File: config.mk
export PLATFORM = sky130hd
export DESIGN_NAME = gpu_mixer_flat
export DESIGN_NICKNAME = d
export VERILOG_FILES = /design/src/rtl/gpu_mixer_if.sv /design/src/rtl/gpu_mixer.sv /design/src/flat_wrapper.sv
export SDC_FILE = /design/constraint.sdc
export NUM_CORES = 1
export LEC_CHECK = 0
export CAP_MARGIN = 10
export CORE_MARGIN = 4
export CORE_UTILIZATION = 30
export CTS_BUF_LIST = sky130_fd_sc_hd__clkbuf_8
export CTS_CLUSTER_DIAMETER = 80
export DETAILED_ROUTE_END_ITERATION = 10
export PLACE_DENSITY = 0.64
export SYNTH_ARGS = -nofsm -noshare
export SYNTH_HDL_FRONTEND = slang
export SYNTH_SLANG_ARGS = --single-unit
export TNS_END_PERCENT = 10
File: constraint.sdc
create_clock -name gpu_clk -period 5 [get_ports gpu_clk]
set_input_delay 1 -clock gpu_clk [delete_from_list [all_inputs] [get_ports gpu_clk]]
set_output_delay 1 -clock gpu_clk [all_outputs]
set_load 0.01 [all_outputs]
File: src/rtl/gpu_mixer_if.sv
// CPU register bus between the mapache64 VRAM-side CPU and the mixer.
`timescale 1ns/1ps

interface gpu_mixer_if;
  // Strobes are plain levels sampled on every gpu_clk edge; there is no
  // valid/ready pair. A write happens on each edge where write_enable and a
  // select are high, and data_out is valid combinationally while a select is held.
  logic [7:0] data_in;
  logic [7:0] data_out;
  logic       write_enable;
  logic       SELECT_layer_en;
  logic       SELECT_status;
  logic       SELECT_frame;
  logic       SELECT_clr_vblank_irq;
  logic       vblank_irq;

  modport master (
    output data_in, write_enable, SELECT_layer_en, SELECT_status,
           SELECT_frame, SELECT_clr_vblank_irq,
    input  data_out, vblank_irq
  );

  modport slave (
    input  data_in, write_enable, SELECT_layer_en, SELECT_status,
           SELECT_frame, SELECT_clr_vblank_irq,
    output data_out, vblank_irq
  );
endinterface

File: src/rtl/gpu_mixer.sv
// Raster timing, fixed-priority layer compositing, vblank interrupt and
// frame counter for the mapache64 GPU.
`timescale 1ns/1ps

module gpu_mixer #(
  parameter int COLOR_BITS     = 2,
  parameter int NUM_LAYERS     = 3,
  parameter int H_TOTAL        = 800,
  parameter int H_SYNC_START   = 656,
  parameter int H_SYNC_END     = 752,
  parameter int V_TOTAL        = 525,
  parameter int V_ACTIVE       = 480,
  parameter int V_SYNC_START   = 490,
  parameter int V_SYNC_END     = 492,
  parameter int X_OFFSET       = 32,
  parameter int WIN_W          = 256,
  parameter int WIN_H          = 240,
  parameter int LINE_REPEAT    = 2,
  parameter int IRQ_BOTH_EDGES = 0,
  localparam int HW = $clog2(H_TOTAL),
  localparam int VW = $clog2(V_TOTAL),
  localparam int LB = 3 * COLOR_BITS
) (
  input  logic                     gpu_clk,
  input  logic                     rst,
  input  logic [NUM_LAYERS*LB-1:0] layer_rgb,
  input  logic [NUM_LAYERS-1:0]    layer_valid,
  output logic [HW-1:0]            hcounter,
  output logic [VW-1:0]            vcounter,
  output logic [HW-1:0]            current_x,
  output logic [HW-1:0]            next_x,
  output logic [VW-1:0]            current_y,
  output logic [VW-1:0]            next_y,
  output logic [COLOR_BITS-1:0]    r,
  output logic [COLOR_BITS-1:0]    g,
  output logic [COLOR_BITS-1:0]    b,
  output logic                     hsync,
  output logic                     vsync,
  output logic                     in_vblank,
  output logic                     controller_start_fetch,
  gpu_mixer_if.slave               bus
);

  localparam int LR_SHIFT = $clog2(LINE_REPEAT);
  localparam int Y_LAST   = (V_TOTAL - 1) / LINE_REPEAT;

  logic [NUM_LAYERS-1:0] en;
  logic [7:0]            frame;
  logic                  line_end;
  logic                  frame_end;
  logic                  drawing;
  logic                  irq_set;
  logic                  irq_clr;
  logic                  found;
  logic [LB-1:0]         pix;

  // The backdrop's valid bit never matters and the upper bus bits are unused.
  logic [7:0] unused_data;
  logic       unused_backdrop_valid;
  assign unused_data           = bus.data_in;
  assign unused_backdrop_valid = layer_valid[NUM_LAYERS-1];

  assign line_end  = (hcounter == HW'(H_TOTAL - 1));
  assign frame_end = (vcounter == VW'(V_TOTAL - 1));

  always_ff @(posedge gpu_clk) begin
    if (rst) begin
      hcounter <= '0;
      vcounter <= '0;
    end else if (line_end) begin
      hcounter <= '0;
      vcounter <= frame_end ? '0 : vcounter + VW'(1);
    end else begin
      hcounter <= hcounter + HW'(1);
    end
  end

  assign current_x = hcounter - HW'(X_OFFSET);
  assign next_x    = current_x + HW'(1);
  assign current_y = vcounter >> LR_SHIFT;
  assign next_y    = (current_y == VW'(Y_LAST)) ? '0 : current_y + VW'(1);

  assign in_vblank              = (32'(vcounter) >= V_ACTIVE);
  assign controller_start_fetch = (32'(hcounter) < 32'd32) && (vcounter == '0);

  assign drawing = (32'(hcounter) < H_SYNC_START) && (32'(vcounter) < V_ACTIVE) &&
                   (32'(current_x) < WIN_W) && (32'(current_y) < WIN_H);

  // Front layers need an opaque pixel; the backdrop fills whenever enabled.
  always_comb begin
    pix   = '0;
    found = 1'b0;
    for (int i = 0; i < NUM_LAYERS - 1; i++) begin
      if (!found && layer_valid[i] && en[i]) begin
        pix   = layer_rgb[i*LB +: LB];
        found = 1'b1;
      end
    end
    if (!found && en[NUM_LAYERS-1]) pix = layer_rgb[(NUM_LAYERS-1)*LB +: LB];
    if (!drawing) pix = '0;
  end

  always_ff @(posedge gpu_clk) begin
    if (rst) begin
      {r, g, b} <= '0;
      hsync     <= 1'b1;
      vsync     <= 1'b1;
    end else begin
      {r, g, b} <= pix;
      hsync     <= !((32'(hcounter) >= H_SYNC_START) && (32'(hcounter) < H_SYNC_END));
      vsync     <= !((32'(vcounter) >= V_SYNC_START) && (32'(vcounter) < V_SYNC_END));
    end
  end

  // Raise on the transition into vblank (and optionally out of it), never on reset.
  assign irq_set = line_end && ((32'(vcounter) == V_ACTIVE - 1) ||
                                ((IRQ_BOTH_EDGES != 0) && frame_end));
  assign irq_clr = bus.write_enable && bus.SELECT_clr_vblank_irq;

  always_ff @(posedge gpu_clk) begin
    if (rst) begin
      en             <= '1;
      frame          <= 8'h00;
      bus.vblank_irq <= 1'b0;
    end else begin
      if (bus.write_enable && bus.SELECT_layer_en) en <= bus.data_in[NUM_LAYERS-1:0];
      if (line_end && frame_end) frame <= frame + 8'd1;
      if (irq_set)      bus.vblank_irq <= 1'b1;
      else if (irq_clr) bus.vblank_irq <= 1'b0;
    end
  end

  always_comb begin
    bus.data_out = 8'h00;
    if (bus.SELECT_status)        bus.data_out = {6'b0, bus.vblank_irq, in_vblank};
    else if (bus.SELECT_layer_en) bus.data_out = 8'(en);
    else if (bus.SELECT_frame)    bus.data_out = frame;
  end

endmodule
File: src/flat_wrapper.sv
// flat-port wrapper written by rule: the top's interface ports become plain ports
module gpu_mixer_flat 
#(
  parameter int COLOR_BITS     = 2,
  parameter int NUM_LAYERS     = 3,
  parameter int H_TOTAL        = 800,
  parameter int H_SYNC_START   = 656,
  parameter int H_SYNC_END     = 752,
  parameter int V_TOTAL        = 525,
  parameter int V_ACTIVE       = 480,
  parameter int V_SYNC_START   = 490,
  parameter int V_SYNC_END     = 492,
  parameter int X_OFFSET       = 32,
  parameter int WIN_W          = 256,
  parameter int WIN_H          = 240,
  parameter int LINE_REPEAT    = 2,
  parameter int IRQ_BOTH_EDGES = 0,
  localparam int HW = $clog2(H_TOTAL),
  localparam int VW = $clog2(V_TOTAL),
  localparam int LB = 3 * COLOR_BITS
)
  (gpu_clk, rst, layer_rgb, layer_valid, hcounter, vcounter, current_x, next_x, current_y, next_y, r, g, b, hsync, vsync, in_vblank, controller_start_fetch, bus_data_in, bus_write_enable, bus_SELECT_layer_en, bus_SELECT_status, bus_SELECT_frame, bus_SELECT_clr_vblank_irq, bus_data_out, bus_vblank_irq);
  gpu_mixer_if bus_i ();
  input  logic gpu_clk;
  input  logic rst;
  input  logic [NUM_LAYERS*LB-1:0] layer_rgb;
  input  logic [NUM_LAYERS-1:0] layer_valid;
  output logic [HW-1:0] hcounter;
  output logic [VW-1:0] vcounter;
  output logic [HW-1:0] current_x;
  output logic [HW-1:0] next_x;
  output logic [VW-1:0] current_y;
  output logic [VW-1:0] next_y;
  output logic [COLOR_BITS-1:0] r;
  output logic [COLOR_BITS-1:0] g;
  output logic [COLOR_BITS-1:0] b;
  output logic hsync;
  output logic vsync;
  output logic in_vblank;
  output logic controller_start_fetch;
  input wire logic [$bits(bus_i.data_in)-1:0] bus_data_in;
  input wire logic [$bits(bus_i.write_enable)-1:0] bus_write_enable;
  input wire logic [$bits(bus_i.SELECT_layer_en)-1:0] bus_SELECT_layer_en;
  input wire logic [$bits(bus_i.SELECT_status)-1:0] bus_SELECT_status;
  input wire logic [$bits(bus_i.SELECT_frame)-1:0] bus_SELECT_frame;
  input wire logic [$bits(bus_i.SELECT_clr_vblank_irq)-1:0] bus_SELECT_clr_vblank_irq;
  output wire logic [$bits(bus_i.data_out)-1:0] bus_data_out;
  output wire logic [$bits(bus_i.vblank_irq)-1:0] bus_vblank_irq;
  assign bus_i.data_in = bus_data_in;
  assign bus_i.write_enable = bus_write_enable;
  assign bus_i.SELECT_layer_en = bus_SELECT_layer_en;
  assign bus_i.SELECT_status = bus_SELECT_status;
  assign bus_i.SELECT_frame = bus_SELECT_frame;
  assign bus_i.SELECT_clr_vblank_irq = bus_SELECT_clr_vblank_irq;
  assign bus_data_out = bus_i.data_out;
  assign bus_vblank_irq = bus_i.vblank_irq;
  gpu_mixer #(.COLOR_BITS(COLOR_BITS), .NUM_LAYERS(NUM_LAYERS), .H_TOTAL(H_TOTAL), .H_SYNC_START(H_SYNC_START), .H_SYNC_END(H_SYNC_END), .V_TOTAL(V_TOTAL), .V_ACTIVE(V_ACTIVE), .V_SYNC_START(V_SYNC_START), .V_SYNC_END(V_SYNC_END), .X_OFFSET(X_OFFSET), .WIN_W(WIN_W), .WIN_H(WIN_H), .LINE_REPEAT(LINE_REPEAT), .IRQ_BOTH_EDGES(IRQ_BOTH_EDGES)) u_core (.gpu_clk(gpu_clk), .rst(rst), .layer_rgb(layer_rgb), .layer_valid(layer_valid), .hcounter(hcounter), .vcounter(vcounter), .current_x(current_x), .next_x(next_x), .current_y(current_y), .next_y(next_y), .r(r), .g(g), .b(b), .hsync(hsync), .vsync(vsync), .in_vblank(in_vblank), .controller_start_fetch(controller_start_fetch), .bus(bus_i));
endmodule
Word-level counts from Yosys, hierarchy flattened
Index checks and enable logic that the tools add are counted.

word-level totals
  bits in registers = 40
  input port bits = 36

cells by class
  add/subtract/negate cells = 6
  order comparisons = 10
  equal/unequal tests = 4
  mux-type cells = 12
  bitwise gates (word level) = 1
  reduce and logical (&&, ||, !) cells = 22

operator list
  kind                     count
  $add A10 B1 Y10 const B  3
  $lt A10 B9 Y1 const B    3
  $mux W8                  3
  $eq A10 B10 Y1 const B   2
  $ge A10 B9 Y1 const B    2
  $lt A10 B10 Y1 const B   2
  $mux W10                 2
  $mux W6                  3
  $logic_and A1 B1 Y1      14
  $add A9 B1 Y10 const B   1
  $eq A10 B9 Y1 const B    1
  $ge A10 B10 Y1 const B   1
  $logic_not A10 Y1        1
  $lt A10 B6 Y1 const B    1
  $sub A10 B6 Y10 const B  1
  $eq A9 B9 Y1 const B     1
  $lt A9 B8 Y1 const B     1
  $add A8 B1 Y8 const B    1
  $logic_not A1 Y1         4
  $mux W1                  4
  $reduce_or A2 Y1         2
  $reduce_bool A2 Y1       1
  $not A1 Y1               1

Longest topological paths before layout
Gate-level depths: netlist (run 1).

  depth after elaboration = 9
  depth in mapped cells = 7
  gate-level depth less buffers = 6

Least setup slack after synthesis (run 1)
Ideal clock, no wire load.

  path type = register to output
  start = register u_core.hcounter[5]
  end = output next_x[8]
  data arrival time = 1.784 ns
  data required time = 4.000 ns
  slack = 2.216 ns
  cell stages (with the launch flop) = 6
  path buffers = 1
  cell sequence = dfxtp_1 > buf_1 > inv_1 > ha_1 > nor4_1 > xnor2_1

between the ends
  cells in the longest elaborated chain, start to end = 2

ends and longest elaborated chain
  what                    RTL line            text
  start, declared         gpu_mixer.sv:28     output logic [HW-1:0] hcounter,
  start signal, assigned  gpu_mixer.sv:74     hcounter <= hcounter + HW'(1);
  $sub A10 B6 Y10         gpu_mixer.sv:78     assign current_x = hcounter - HW'(X_OFFSET);
  net current_x[5]        flat_wrapper.sv:30  output logic [HW-1:0] current_x;
  $add A10 B1 Y10         gpu_mixer.sv:79     assign next_x = current_x + HW'(1);
  end, declared           flat_wrapper.sv:31  output logic [HW-1:0] next_x;

The timed path passes the listed nets, and every way through them passes these cells.

Worst setup path in the final report (run 1)
  start = input bus_SELECT_layer_en
  end = output bus_data_out[4]

between the ends
  cells in the longest elaborated chain, start to end = 2

ends and longest elaborated chain
  what             RTL line            text
  start, declared  flat_wrapper.sv:43  input wire logic [$bits(bus_i.SELECT_layer_en)-1:0] bus_SELECT_layer_en;
  $mux W8          gpu_mixer.sv:136    else if (bus.SELECT_layer_en) bus.data_out = 8'(en);
  $mux W8          gpu_mixer.sv:135    if (bus.SELECT_status) bus.data_out = {6'b0, bus.vblank_irq, in_vblank};
  end, declared    flat_wrapper.sv:47  output wire logic [$bits(bus_i.data_out)-1:0] bus_data_out;

No other way between the ends.

==> metrics.md, run 1 <==
| Metric | Value |
|---|---|
| Status | complete, no violations |
| Yosys cell types | 42 |
| Top cells by area, synth | dfxtp_1 (32%), xnor2_1 (6.6%), ha_1 (5.5%), nand3_1 (4.8%), buf_4 (4.8%) |
| Clock root buffer | clkbuf_8 |
| Worst r2r dst | u_core.vcounter[4] |
| CP Capture Type | primary output |
| Initial Util | a little under a third |
| Total negative slack | 0 ns |
| 1st-iter DRT viols | 68 |
| Hold slack | a little under 0.5 ns |
| I/O pin count | about 120 |
| Clk_lat worst skew | about 0.29 ns |
| Largest net degree at the start of global routing | 29 |
| Cell count along the critical path | 4 |
| Sequential area share after synthesis | 31.8% |
| Synthesized Nets | between 300 and 400 |
| First-pass GRT wire length | 12000 µm |
| Cell Count, Final, Fillers Out | 507 |
| Relative slew slack | a little under two fifths |
| Syn Area/Cell | 7.85 µm² |
| Clock transition at path regs | around 0.08 ns |
| Clock power share | 34.9% |
| Clk buf depth | 2 |
| Crit path from | bus_SELECT_layer_en |
| P_sw | ~140 µW |
| Post-Route WL | roughly 7400 µm |
| Most common cell after layout, fill and taps aside | clkdlybuf4s50_1 |
| Cell family with most CP delay | buffers and inverters |
| Most frequent cells in the layout | clkdlybuf4s50_1 (107), dfxtp_1 (40), nor2_1 (32) |
| Num CTS Buffers | 5 |
| WP data required | about 4 ns |
| Chip height | roughly 100 µm |
| Logic pwr share | 11.9% |
| Fillcell total | between 800 and 900 |
| Critical Path Slowest Stage Cell | clkdlybuf4s50_1 |
| Yosys top cell area share | 31.8% |
| Arrival @ worst endpoint | around 2.8 ns |
| Gate Count Post-Synth | 321 |
| Worst hold path class | reg2reg |
| Drt via density | between 5 and 6 |
| Final setup fails | 0 |
| Placed Cells incl. Taps | roughly 500 |
| Sw Share | a little under a quarter |
| Worst R2R Start | u_core.hcounter[0] |
| Max Clock Skew | between 0.004 and 0.005 ns |
| Die footprint | 9930 µm² |
| Syn Std Cell Area | 2520 µm² |
| Hpwl dp | ~5500 µm |
| Final ANT Viol Nets | 0 |
| Post-synth top flop | dfxtp_1 |
| Wirelength per Cell | roughly 15 µm |
| Post-synth ARST share | 0% |
| CTS Sinks | 40 |
| Startpoint types | input pin |
| Vias in the first global route | 2448 |
| Period utilization | between 70% and 80% |
| Peak supply drop | 0.0000871 V |
| DRC | 0 |
| RSZ-0062 raised after global routing | no |
| Max Cap Viol | 0 |
| Core ar. | slightly above 8000 µm² |
| Number of flops mapped to enable cells by yosys | 0 |
| Yosys reg bits | 40 |
| Via count | between 2000 and 3000 |
| Layout area overhead | 43.6% |
| HP Start | u_core.frame[7] |
| Worst r2r path cells | 5 |
| Worst Tran Pin Value | slightly above 0.9 ns |
| Setup Fix Bufs, Post-CTS | 0 |
| Biggest cell delay along the critical path | 0.57 ns |
| Setup crit end | bus_data_out[4] |
| Synth warn | 0 |
| Final hold violation count | 0 |
| Achievable Freq | 0.265 GHz |
| H-tree depth | 2 |
| Flop2flop setup slack | between 2 and 2.5 ns |
| Final min period | around 3.8 ns |
| Antenna violations before repair | 0 |
| First-pass iteration count of the detailed router | 4 |
| Power Internal | 473 µW |
| Port Buffers | between 100 and 150 |
| Share of cells above drive strength 1 | 2.24% |
| Worst-path cell chain | clkdlybuf4s50_1 -> nor3b_1 -> and2_1 -> clkdlybuf4s50_1 |
| WP buf/inv | 2 |
| Grt ovf | 0 |
| Synth area leader | dfxtp_1 |
| Tot GR Track Use | roughly 15% |
| Gp weighted congestion | 0.919 |
| Antenna cells | 0 |
| Design Power | 617 µW |
| Post-cts hold buffer count | 0 |
| Reg power frac | between 50% and 60% |
| Post-CTS Resized | 0 |
| Static Leakage | about 0.0013 µW |
| Most used cell, CP | clkdlybuf4s50_1 |
| DIE WIDTH | 99.7 µm |
| Final Max Tran Viols | 0 |
| Final nets | 448 |
| Num rows | 33 |
| CTS tree | yes |
| Critical path type | in2out |
| Worst Path Max Fanout | 11 |
| Pwr Density | around 170 nW/µm² |
==> worst min-delay path, stage by stage, from the launching register on <==
cell     delay [ns]
dfxtp_1        0.33
o41ai_1        0.06
a21oi_1        0.05
==> cell type report <==
| cell class | instances | area [µm²] | share of cell area, % |
|---|---|---|---|
| clock buffer | 6 | 82.6 | 2.28 |
| clock inverter | 2 | 7.51 | 0.207 |
| inverter | 15 | 56.3 | 1.56 |
| multi-input combinational | 232 | 1470 | 40.6 |
| sequential | 40 | 801 | 22.1 |
| tap | 105 | 131 | 3.63 |
| timing repair buffer | 107 | 1070 | 29.6 |
==> cell families after synthesis <==
group,after synthesis,synth area share (%)
AND/OR/NAND/NOR,143,31.4
AO/OA/AOI/OAI,53,13.0
buffers and inverters,49,9.93
flip-flops,40,31.8
XOR/XNOR,24,8.34
adder cells (fa/ha/maj),11,5.46
other,1,0.149
==> synthesized netlist by cell type, drive strengths merged (8+ instances only) <==
master  number
dfxtp       40
nor2        32
nand3       24
buf         23
nand2       23
a21oi       21
xnor2       19
inv         15
and3        12
clkbuf      11
ha          11
nand4        8
nor4         8
o31ai        8
or4          8
==> routing by layer <==
layer  share of wire (%)  GRT usage [%]  vias to the layer above  wire length [µm]
li1                    -              -                     1285                 -
met1                  47           20.0                     1167              3500
met2                  44           23.1                      103              3300
met3                 7.7           3.72                        5               570
met4                0.66           3.68                        0                49
met5                   0              0                        -                 0
==> worst min path at each step <==
stage | end | slack, ns | cells past startpoint
2_1_floorplan | u_core.frame[7] | 0.44 | 2
3_3_place_gp | u_core.frame[7] | 0.48 | 2
3_5_place_dp | u_core.frame[7] | 0.48 | 2
4_1_cts | u_core.frame[7] | 0.49 | 2
5_1_grt | u_core.frame[7] | 0.52 | 2
6_report | u_core.frame[7] | 0.49 | 2
==> per-stage QoR <==
stage	area [µm²]	setup WS, ns	utilization, %
after floorplan	2520	2.22	-
after global placement	3530	1.16	43.2
after detailed placement	3530	1.16	43.2
after CTS	3620	1.14	44.3
after global routing	3620	0.984	44.3
final	3620	1.23	44.3
==> sequential cells by signal, summed over array words and instances (netlist names) <==
name                   flops
u_core.hcounter           10
u_core.vcounter           10
u_core.frame               8
u_core.en                  3
u_core.b                   2
u_core.g                   2
u_core.r                   2
u_core.bus.vblank_irq      1
u_core.hsync               1
u_core.vsync               1
==> power by group through the flow <==
stage	clock network [µW]	registers [µW]	logic (µW)
floorplan	0	335	31.0
global placement	0	336	72.7
detailed placement	0	336	73.2
CTS	223	329	73.8
global route	234	329	79.6
finish	216	329	73.3
Note: power is estimated with default switching activity, not from simulation.
==> inputs of run 2 (changes only) <==
Settings changed: PLACE_DENSITY 0.64 to 0.66.
Clock period 5 ns to 3.3 ns, I/O delays scaled along.
==> metrics.md, run 2 (synthesis results as in run 1) <==
| Metric | Value |
|---|---|
| Clock transition at path regs | 0.09 ns |
| I/O pin count | 115 |
| Met2 layer usage reported by global route | 23.3% |
| Grt peak-use layer | met2 |
| Antenna violations before repair | 0 |
| Critical path type | reg2out |
| Clk_lat worst skew | 0.30 ns |
| Period utilization | about nine tenths |
| Layout area overhead | 47.2% |
| Antenna cells | 0 |
| Num rows | 33 |
| Final ANT Viol Nets | 0 |
| Chip height | roughly 100 µm |
| Achievable Freq | around 0.33 GHz |
| Static Leakage | 0.00134 µW |
| WP data required | between 2 and 3 ns |
| Worst Tran Pin Value | around 0.87 ns |
| First-pass GRT wire length | around 12000 µm |
| Port Buffers | approximately 110 |
| Final Util | between 40% and 50% |
| Relative slew slack | between 40% and 50% |
| Max Clock Skew | 0.0121 ns |
| Die footprint | around 9900 µm² |
| Total negative slack | 0 ns |
| CP Capture Type | primary output |
| RSZ-0062 raised after global routing | no |
| DIE WIDTH | around 100 µm |
| Wirelength per Cell | 14.8 µm |
| Startpoint types | register |
| Share of cells above drive strength 1 | just under 5% |
| Vias in the first global route | 2549 |
| Fillcell total | a little over 800 |
| Met1 Use GR | 20.2% |
| CTS tree | yes |
| Peak supply drop | about 0.00017 V |
| Final setup fails | 0 |
| H-tree depth | 2 |
| Final nets | approximately 460 |
| Most frequent cells in the layout | clkdlybuf4s50_1 (107), dfxtp_1 (39), nor2_1 (32) |
| First-pass iteration count of the detailed router | 4 |
| Final hold violation count | 0 |
| Critical Path Slowest Stage Cell | clkdlybuf4s50_1 |
| Status | complete, no violations |
| 1st-iter DRT viols | a little under 100 |
| Final Max Tran Viols | 0 |
| Post-Route WL | between 7000 and 8000 µm |
| Grt ovf | 0 |
| Initial Util | between 30% and 40% |
| Tot GR Track Use | between 10 and 15% |
| Clk buf depth | 2 |
| CTS Sinks | 40 |
| Core ar. | about 8000 µm² |
| Max Cap Viol | 0 |
| Gp weighted congestion | 0.922 |
| Pwr Density | between 200 and 300 nW/µm² |
| Drt via density | 5.07 |
| Biggest cell delay along the critical path | about 0.55 ns |
| Worst Path Max Fanout | 7 |
| Most common cell after layout, fill and taps aside | clkdlybuf4s50_1 |
| Worst-path cell chain | nand3_1 -> or3_1 -> nor3_1 -> xnor2_1 -> clkdlybuf4s50_1 |
| Clock root buffer | clkbuf_8 |
| Hold slack | ~0.50 ns |
| Num CTS Buffers | 5 |
| Post-cts hold buffer count | 0 |
| Top flop regs | u_core.hcounter x10, u_core.vcounter x10, u_core.frame x8 |
| DRC | 0 |
| Final min period | 3.01 ns |
| Via count | 2613 |
| Arrival @ worst endpoint | 2.35 ns |
| Worst hold path class | reg2reg |
| Hpwl dp | about 5700 µm |
| Grt met3 use | under 10% |
| Design Power | approximately 1000 µW |
| Largest net degree at the start of global routing | 29 |
-- run 2: cell count changes in the layout (fill, tap and decap cells not counted), sizes merged --
| cell | delta |
|---|---|
| buf | +8 |
| bufinv | +1 |
| clkinv | +1 |
| inv | -2 |
-- run 2: metal layers --
metal  wire length (µm)  part of all wire (%)
met3                415                   5.4
met2               3380                    44
met5                  0                     0
met1               3720                    49
met4                122                   1.6
-- run 2: timing repair --
item,CTS,global route
endpoints found under the hold margin,0,0
resized for setup,0,1
setup buffers,0,0
setup endpoints to repair,0,1
-- run 2: worst paths after layout --
kind | from | depth (start not counted) | slack (ns) | to
worst max-delay path | u_core.hcounter[4] | 5 | 0.29 | next_x[9]
worst min-delay path | u_core.frame[7] | 2 | 0.50 | u_core.frame[7]
worst max register to register | u_core.hcounter[0] | 5 | 0.68 | u_core.vcounter[4]
worst min register to register | u_core.frame[7] | 2 | 0.50 | u_core.frame[7]
-- run 2: critical path: cells and delay by family (launching register included) --
kind	cells	cell delay, ns
XOR/XNOR	1	0.15
buffers and inverters	1	0.55
flip-flops	1	0.53
AND/OR/NAND/NOR	3	0.83
-- run 2: per-stage QoR --
stage	setup slack, ns	instances	area (µm²)
after floorplan	0.856	321	2520
after global placement	0.427	507	3590
after detailed placement	0.429	507	3590
after CTS	0.179	515	3710
after global routing	0.111	515	3710
final	0.289	515	3710
-- run 2: area by class of cell --
| cell class | count | area, µm² | area share (%) |
|---|---|---|---|
| Clock buffer | 6 | 82.6 | 2.22 |
| Tap cell | 105 | 131 | 3.54 |
| Sequential cell | 40 | 802 | 21.6 |
| Multi-Input combinational cell | 232 | 1470 | 39.6 |
| Inverter | 15 | 56.3 | 1.52 |
| Clock inverter | 2 | 38.8 | 1.04 |
| Timing Repair Buffer | 115 | 1130 | 30.5 |
-- run 2: report_power, final --
group / leakage (µW) / total, µW / internal (µW) / switching (µW)
sequential: 0.000324 / 498 / 488 / 10.5
combinational: 0.000955 / 113 / 66.2 / 46.9
clock: 0.0000614 / 431 / 247 / 183
total: 0.00134 / 1040 / 801 / 241
==> inputs of run 3 (changes only) <==
Settings changed: REMOVE_ABC_BUFFERS set to 1.
==> metrics.md, run 3 (synthesis results as in run 1) <==
| Metric | Value |
|---|---|
| Arrival @ worst endpoint | about 2.4 ns |
| Final ANT Viol Nets | 0 |
| Wirelength per Cell | about 14 µm |
| Startpoint types | register |
| Pwr Density | approximately 260 nW/µm² |
| CP Capture Type | primary output |
| Hpwl dp | about 5600 µm |
| Most frequent cells in the layout | clkdlybuf4s50_1 (107), dfxtp_1 (40), nor2_1 (32) |
| Clk_lat worst skew | ~0.29 ns |
| Cell Count, Final, Fillers Out | a little over 500 |
| Num CTS Buffers | 5 |
| Port Buffers | roughly 110 |
| Tot GR Track Use | 14.4% |
| Post-cts hold buffer count | 0 |
| Gp weighted congestion | approximately 0.82 |
| Fillcell total | approximately 820 |
| WP data required | about 2.6 ns |
| Drt via density | just over 5 |
| Period utilization | between 90 and 100% |
| Hold Crit Depth | 2 |
| Num rows | 33 |
| Top flop regs | u_core.hcounter x10, u_core.vcounter x10, u_core.frame x8 |
| DIE WIDTH | 99.7 µm |
| Max Clock Skew | 0.00892 ns |
| Achievable Freq | 0.327 GHz |
| Share of cells above drive strength 1 | just under 4% |
| Chip height | 99.7 µm |
| Fin area | about 3700 µm² |
| Largest net degree at the start of global routing | 29 |
| Clk buf depth | 2 |
| Initial Util | 30.8% |
| Relative slew slack | between 40% and 50% |
| Clock root buffer | clkbuf_8 |
| Reg power frac | between 50% and 60% |
| Clock transition at path regs | 0.08 ns |
| Max Cap Viol | 0 |
| Grt ovf | 0 |
| Worst Path Max Fanout | 9 |
| Peak supply drop | approximately 0.00018 V |
| Most common cell after layout, fill and taps aside | clkdlybuf4s50_1 |
| Sw Share | between 20% and 30% |
| Final min period | roughly 3.1 ns |
| Flop2flop setup slack | about 0.7 ns |
| Antenna cells | 0 |
| Final setup fails | 0 |
| Post-CTS Resized | 0 |
| WP buf/inv | 1 |
| H-tree depth | 2 |
| Worst R2R Start | u_core.hcounter[0] |
| Final nets | ~450 |
| Vias in the first global route | 2436 |
| Worst hold path class | reg2reg |
| Logic pwr share | about an eighth |
| Post-Route WL | ~7300 µm |
| Status | complete, no violations |
| HP Start | u_core.frame[7] |
| Clock power share | 36.6% |
| Layout area overhead | 45.6% |
| Placed Area | ~3600 µm² |
| First-pass GRT wire length | 11700 µm |
| Critical Path Slowest Stage Cell | clkdlybuf4s50_1 |
| First-pass iteration count of the detailed router | 7 |
| Worst-path cell chain | ha_1 -> nand3_1 -> or3_1 -> a21oi_1 -> clkdlybuf4s50_1 |
| Final hold violation count | 0 |
| Total negative slack | 0 ns |
| CTS tree | yes |
| Worst r2r dst | u_core.vcounter[4] |
| Cell family with most CP delay | buffers and inverters |
| Static Leakage | between 0.001 and 0.0015 µW |
| Setup Fix Bufs, Post-CTS | 0 |
| Hold endpoint | u_core.frame[7] |
| Placed Cells incl. Taps | slightly above 500 |
| Critical path type | reg2out |
| Worst r2r path cells | 5 |
| Die footprint | between 9000 and 10000 µm² |
| Biggest cell delay along the critical path | 0.56 ns |
| I/O pin count | approximately 120 |
| Core ar. | ~8200 µm² |
| Antenna violations before repair | 0 |
| Power Internal | ~740 µW |
| Final Max Tran Viols | 0 |
| Via count | about 2600 |
| Worst Tran Pin Value | around 0.9 ns |
| P_sw | ~220 µW |
| DRC | 0 |
| RSZ-0062 raised after global routing | no |
| 1st-iter DRT viols | 93 |
| CTS Sinks | 40 |
run 3: tightest hold or removal path, stage by stage, from the launching register on:
cell	delay (ns)
dfxtp_1	0.33
o41ai_1	0.06
a21oi_1	0.05
run 3: worst max-delay path by stage:
stage | start | to | slack, ns | cells past startpoint
2_1_floorplan | u_core.hcounter[5] | next_x[8] | 0.96 | 5
3_3_place_gp | bus_SELECT_frame | bus_data_out[3] | 0.44 | 5
3_5_place_dp | bus_SELECT_frame | bus_data_out[3] | 0.45 | 5
4_1_cts | u_core.vcounter[2] | next_y[8] | 0.23 | 5
5_1_grt | u_core.hcounter[6] | next_x[8] | 0.06 | 6
6_report | u_core.vcounter[2] | next_y[8] | 0.24 | 5
run 3: per-stage QoR:
stage	worst slack, ns	utilization (%)	total power (µW)	hold WS (ns)
floorplan	0.959	-	545	0.435
global placement	0.441	43.7	621	0.476
detailed placement	0.448	43.7	624	0.477
CTS	0.233	44.9	977	0.484
global route	0.0595	44.9	1010	0.533
finish	0.244	44.9	964	0.491
run 3: cell type report:
class / count / area (µm²) / area share (%)
clock buffer: 7 / 96.3 / 2.62
timing repair buffer: 113 / 1120 / 30.4
sequential: 40 / 801 / 21.8
tap: 105 / 131 / 3.58
inverter: 15 / 56.3 / 1.53
multi-input combinational: 232 / 1470 / 40.0
run 3: routing by layer:
| layer | vias to the layer above | track usage [%] | routed length, µm | share of wire (%) |
|---|---|---|---|---|
| met5 | - | 0 | 0 | 0 |
| met4 | 0 | 5.25 | 135 | 1.9 |
| met3 | 11 | 3.72 | 608 | 8.4 |
| met2 | 102 | 22.5 | 3360 | 46 |
| met1 | 1191 | 19.1 | 3150 | 43 |
| li1 | 1299 | - | - | - |
run 3: power by group through the flow:
stage               Clock, µW  Sequential (µW)  Combinational (µW)
floorplan                   0              510                35.1
global placement            0              509                 113
detailed placement          0              509                 115
CTS                       364              498                 115
global route              384              499                 124
finish                    353              498                 114
==> RTL edit 1, RTL diff (flow settings as in run 2) <==
One comparison of `vcounter` changes from == to >=.
--- a/src/rtl/gpu_mixer.sv
+++ b/src/rtl/gpu_mixer.sv
@@ -63,3 +63,3 @@
   assign line_end  = (hcounter == HW'(H_TOTAL - 1));
-  assign frame_end = (vcounter == VW'(V_TOTAL - 1));
+  assign frame_end = (vcounter >= VW'(V_TOTAL - 1));
 
Behaviour: same outputs for any inputs over 10 cycles, from zero or initial values and one cycle with rst high; that may be too few to reach the edited logic, so the function may still have changed.
==> RTL edit 1 against run 2 <==
  * Sequential cell count is the same
  * Total power is 6.1% higher
  * Routed wire length fell by 1.7%
  * Synthesized cell count shrank 0.93%
  * Global-route usage shrank 0.052 points
  * Final cell count fell by 0.97%
  * Combinational power grew 58%
  * Synthesized area grew 0.84%
  * Hold slack gained 0.0085 ns
  * Setup slack worse by 0.093 ns
  * Design area decreased by 0.20%
  * Largest power group unchanged
  * Die area increased by 0.78%
  * Sequential power rose by 4%
  * First-iteration DRC count rose by 42%
==> RTL edit 1: results <==
group,metric,value,unit
outcome,status,"finished, final reports clean",
synthesis,yosys_warnings,0,
clock_network,cts_setup_buffers,0,
grt,grt_pass1_vias,2442,
clock_network,cts_buffers,5,
drt,avgViaCountPerCell,5.03,
grt,grt_usage,14.9,%
grt,grt_pass1_wl,12.1,mm
synthesis,syn_nets,364,
worst_setup_path,crit_family,"simple AND/OR/NAND/NOR gates",
synthesis,synth.distinct_cells,47,
worst_setup_path,cp.arrival,2.44,ns
layout,nNetsFinal,450,
placement,routabilityCongestion,0.840,
placement,io_buffers,107,
worst_setup_path,r2r_slack,0.89,ns
synthesis,ys_seq_area_share,31.5,%
timing,finalCritPeriodShare,94.1,%
placement,dp_hpwl,5.85,mm
grt,grt_max_degree,20,
clock_network,cts-resized-gates,0,
clock_network,clockRootBuffer,"clkbuf_8",
grt,antenna_found_initial,0,
drt,firstDrtPassIters,4,
drt,drt-total-wl,7.50,mm
timing,clock_skew,0.00875,ns
drt,drt-initial-drc-count,139,
layout,drive_gt1_share,4.94,%
clock_network,clockBufferDepth,2,
worst_setup_path,cpPeakStageDelay,0.49,ns
power,ir_drop,0.205,mV
synthesis,synth_edf_count,0,
clock_network,clock_latency,0.30,ns
synthesis,yosys_most_used_dff,"dfxtp_1",
worst_setup_path,cp_max_fo,10,
layout,num-fill-cells,812,
worst_setup_path,cp_slowest_cell,"or3_1",
timing,slew_headroom,41.9,%
grt,overflow,0,
synthesis,synthTopCellsByCount,"40 x dfxtp_1, 33 x nor2_1, 22 x nand2_1",
synthesis,synth_area_leaders,"dfxtp_1 31%, ha_1 4.9%, nor2_1 4.9%",
placement,dp_slack,0.258,ns
power,power_leakage,1.34,nW
clock_network,clk_pin_slew,0.08,ns
layout,top_regs,"u_core.hcounter: 10 flops, u_core.vcounter: 10 flops, u_core.frame: 8 flops",
-- RTL edit 1: changes by cell type after synthesis, moves of 3 or more --
| cell | delta |
|---|---|
| o31ai_1 | -3 |
| a211o_1 | +4 |
| a21oi_1 | -7 |
| a31oi_1 | +4 |
| nor4_1 | -3 |
| xor2_1 | +4 |
| xnor2_1 | -5 |
| or3_1 | +3 |
| nand3_1 | -9 |
| and2_1 | +5 |
-- RTL edit 1: per-stage QoR --
stage	std cells	instance area, sq um	hold slack, ns
floorplan	318	2540	0.447
global placement	502	3590	0.467
detailed placement	502	3590	0.496
CTS	510	3700	0.509
global route	510	3700	0.526
finish	510	3700	0.509
-- RTL edit 1: path summary, 6_finish.rpt --
path,depth (start not counted),start,to
max reg2reg,5,u_core.hcounter[0],u_core.frame[4]
min reg2reg,2,u_core.frame[7],u_core.frame[7]
max,5,u_core.vcounter[6],next_y[3]
min,2,u_core.frame[7],u_core.frame[7]
-- RTL edit 1: kinds of logic (layout without fill, tap and decap cells) --
family,Yosys count,after routing,share of synthesized area [%]
other,1,1,0.147
and+or+nand+nor,142,142,31.4
AOI/OAI and AO/OA,53,53,13.5
buffers and inverters,48,135,10.1
adders and majority gates,10,10,4.92
muxes,1,1,0.443
DFF,40,40,31.5
xor gates and xnor gates,23,23,7.92
-- RTL edit 1: cell type report --
class / count / area share (%)
clock buffers: 5 / 1.86
flip-flops and latches: 40 / 21.6
inverters: 13 / 1.32
well taps: 105 / 3.55
clock inverters: 3 / 1.25
multi-input cells: 230 / 40.1
repair buffers: 114 / 30.3
-- RTL edit 1: tightest hold or removal path, delay by kind of cell, from the launching register on --
kind	cells	cell delay (ns)
compound gates	2	0.13
flops	1	0.33
-- RTL edit 1: power by group --
| group | internal (mW) | switching [mW] |
|---|---|---|
| registers | 0.492 | 0.0236 |
| clock network | 0.228 | 0.183 |
| logic | 0.106 | 0.0729 |
-- RTL edit 1: routing by layer --
| metal | vias to the layer above | part of all wire (%) | track usage (%) |
|---|---|---|---|
| met2 | 58 | 50 | 25.4 |
| met1 | 1203 | 44 | 19.0 |
| li1 | 1292 | - | - |
| met4 | 0 | 2.1 | 5.28 |
| met5 | - | 0 | 0 |
| met3 | 12 | 4.3 | 2.15 |
==> RTL edit 2, RTL diff (settings of run 2) <==
Without the edit above. `V_TOTAL` is set to 525 in 2 places; all go to 1050.
--- a/src/rtl/gpu_mixer.sv
+++ b/src/rtl/gpu_mixer.sv
@@ -10,3 +10,3 @@
   parameter int H_SYNC_END     = 752,
-  parameter int V_TOTAL        = 525,
+  parameter int V_TOTAL        = 1050,
   parameter int V_ACTIVE       = 480,
--- a/src/flat_wrapper.sv
+++ b/src/flat_wrapper.sv
@@ -8,3 +8,3 @@
   parameter int H_SYNC_END     = 752,
-  parameter int V_TOTAL        = 525,
+  parameter int V_TOTAL        = 1050,
   parameter int V_ACTIVE       = 480,
Ports: changed (resized current_y, next_y and vcounter); port bits go from 115 to 118. No check against the original RTL was run, so the function may have changed too.
==> RTL edit 2 against run 2 <==
  * Hold slack worse by 0.022 ns
  * Sequential cell count is 1 higher
  * Die area up 2.2%
  * Core utilization fell by 0.21 points
  * Critical path depth is 1 higher
  * Synthesized area rose by 2.4%
  * Total power decreased by 8.8%
  * Clock skew decreased by 0.0076 ns
  * First-iteration DRC count down 16%
  * Clock power decreased by 23%
  * Design area is 1.0% higher
  * Register-to-register slack gained 0.24 ns
  * Setup slack worse by 0.081 ns
  * Routed wire length decreased by 0.10%
==> RTL edit 2: results <==
group,metric,value,unit
layout,diodes,0,
synthesis,synth.distinct_cells,40,
grt,use_met1,18.9,%
drt,postRouteAntennaNets,0,
synthesis,synth-compound-area-share,12.8,%
placement,dp_hpwl,5.75,mm
clock_network,cts_buffers,5,
layout,drive_gt1_share,4.33,%
synthesis,syn_nets,375,
layout,nonClkBufAreaFrac,31.0,%
placement,dp_slack,0.318,ns
synthesis,synth_area_leaders,"dfxtp_1 32%, ha_1 5.8%, xnor2_1 5.1%",
power,netSwitchingFraction,23.2,%
power,clkPwrFrac,34.7,%
power,power,951,uW
grt,met3_usage,4.15,%
synthesis,yosys.area_share.adder,5.82,%
clock_network,cts-resized-gates,0,
worst_setup_path,cp_slowest_cell,"clkdlybuf4s50_1",
layout,num-fill-cells,828,
synthesis,ys_seq_area_share,31.8,%
drt,drt-initial-drc-count,82,
grt,grt_max_degree,21,
outcome,status,"finished, final reports clean",
timing,slew_headroom,60.0,%
grt,grt_pass1_vias,2479,
synthesis,synth_mux_area_share,0,%
synthesis,synthTopCellsByCount,"41 x dfxtp_1, 30 x nor2_1, 21 x nand2_1",
synthesis,yosys_warnings,0,
layout,num-nonclk-buffers,118,
timing,clock_skew,0.00449,ns
synthesis,synth_xor_area_share,8.82,%
grt,use_met2,23.7,%
placement,routabilityCongestion,0.860,
layout,inverters,14,
layout,nFlopsAndLatches,41,
worst_hold_path,hold_class,"reg2reg",
placement,io_buffers,110,
layout,num-multi-input-gates,236,
grt,grt_pass1_wl,12.1,mm
drt,wl_met3,605,um
worst_setup_path,cp_max_fo,9,
power,power_frac_seq,53.5,%
drt,post_drt_wl_per_cell,14.6,um
drt,wl_met2,3.50,mm
drt,top_layer,"met4",
layout,seq_area,821,sq um
clock_network,clockRootBuffer,"clkbuf_8",
layout,top_regs,"u_core.vcounter: 11 flops, u_core.hcounter: 10 flops, u_core.frame: 8 flops",
worst_setup_path,cp.arrival,2.43,ns
power,ir_drop,0.132,mV
layout,nNetsFinal,464,
power,power_leakage,1.36,nW
layout,clkCellAreaFrac,2.30,%
clock_network,ctsHtreeMaxLevel,2,
grt,grt_usage,14.6,%
layout,multi_input_area_share,40.0,%
drt,vias,2596,
worst_setup_path,crit_family,"buffers and inverters",
drt,met1_length,3.46,mm
RTL edit 2: worst paths after layout:
kind	startpoint	end	slack [ns]	cells past startpoint
worst min-delay path	u_core.frame[7]	u_core.frame[7]	0.48	2
worst min register to register	u_core.frame[7]	u_core.frame[7]	0.48	2
worst max-delay path	u_core.hcounter[6]	next_x[9]	0.21	6
worst max register to register	u_core.hcounter[0]	u_core.frame[4]	0.92	6
RTL edit 2: through the flow:
step / instances / area (sq um) / util, % / hold WS, ns
finish: 521 / 3750 / 45.2 / 0.478
global route: 521 / 3750 / 45.2 / 0.517
CTS: 521 / 3750 / 45.2 / 0.480
detailed placement: 514 / 3660 / 44.2 / 0.467
global placement: 514 / 3660 / 44.2 / 0.460
floorplan: 327 / 2580 / - / 0.447
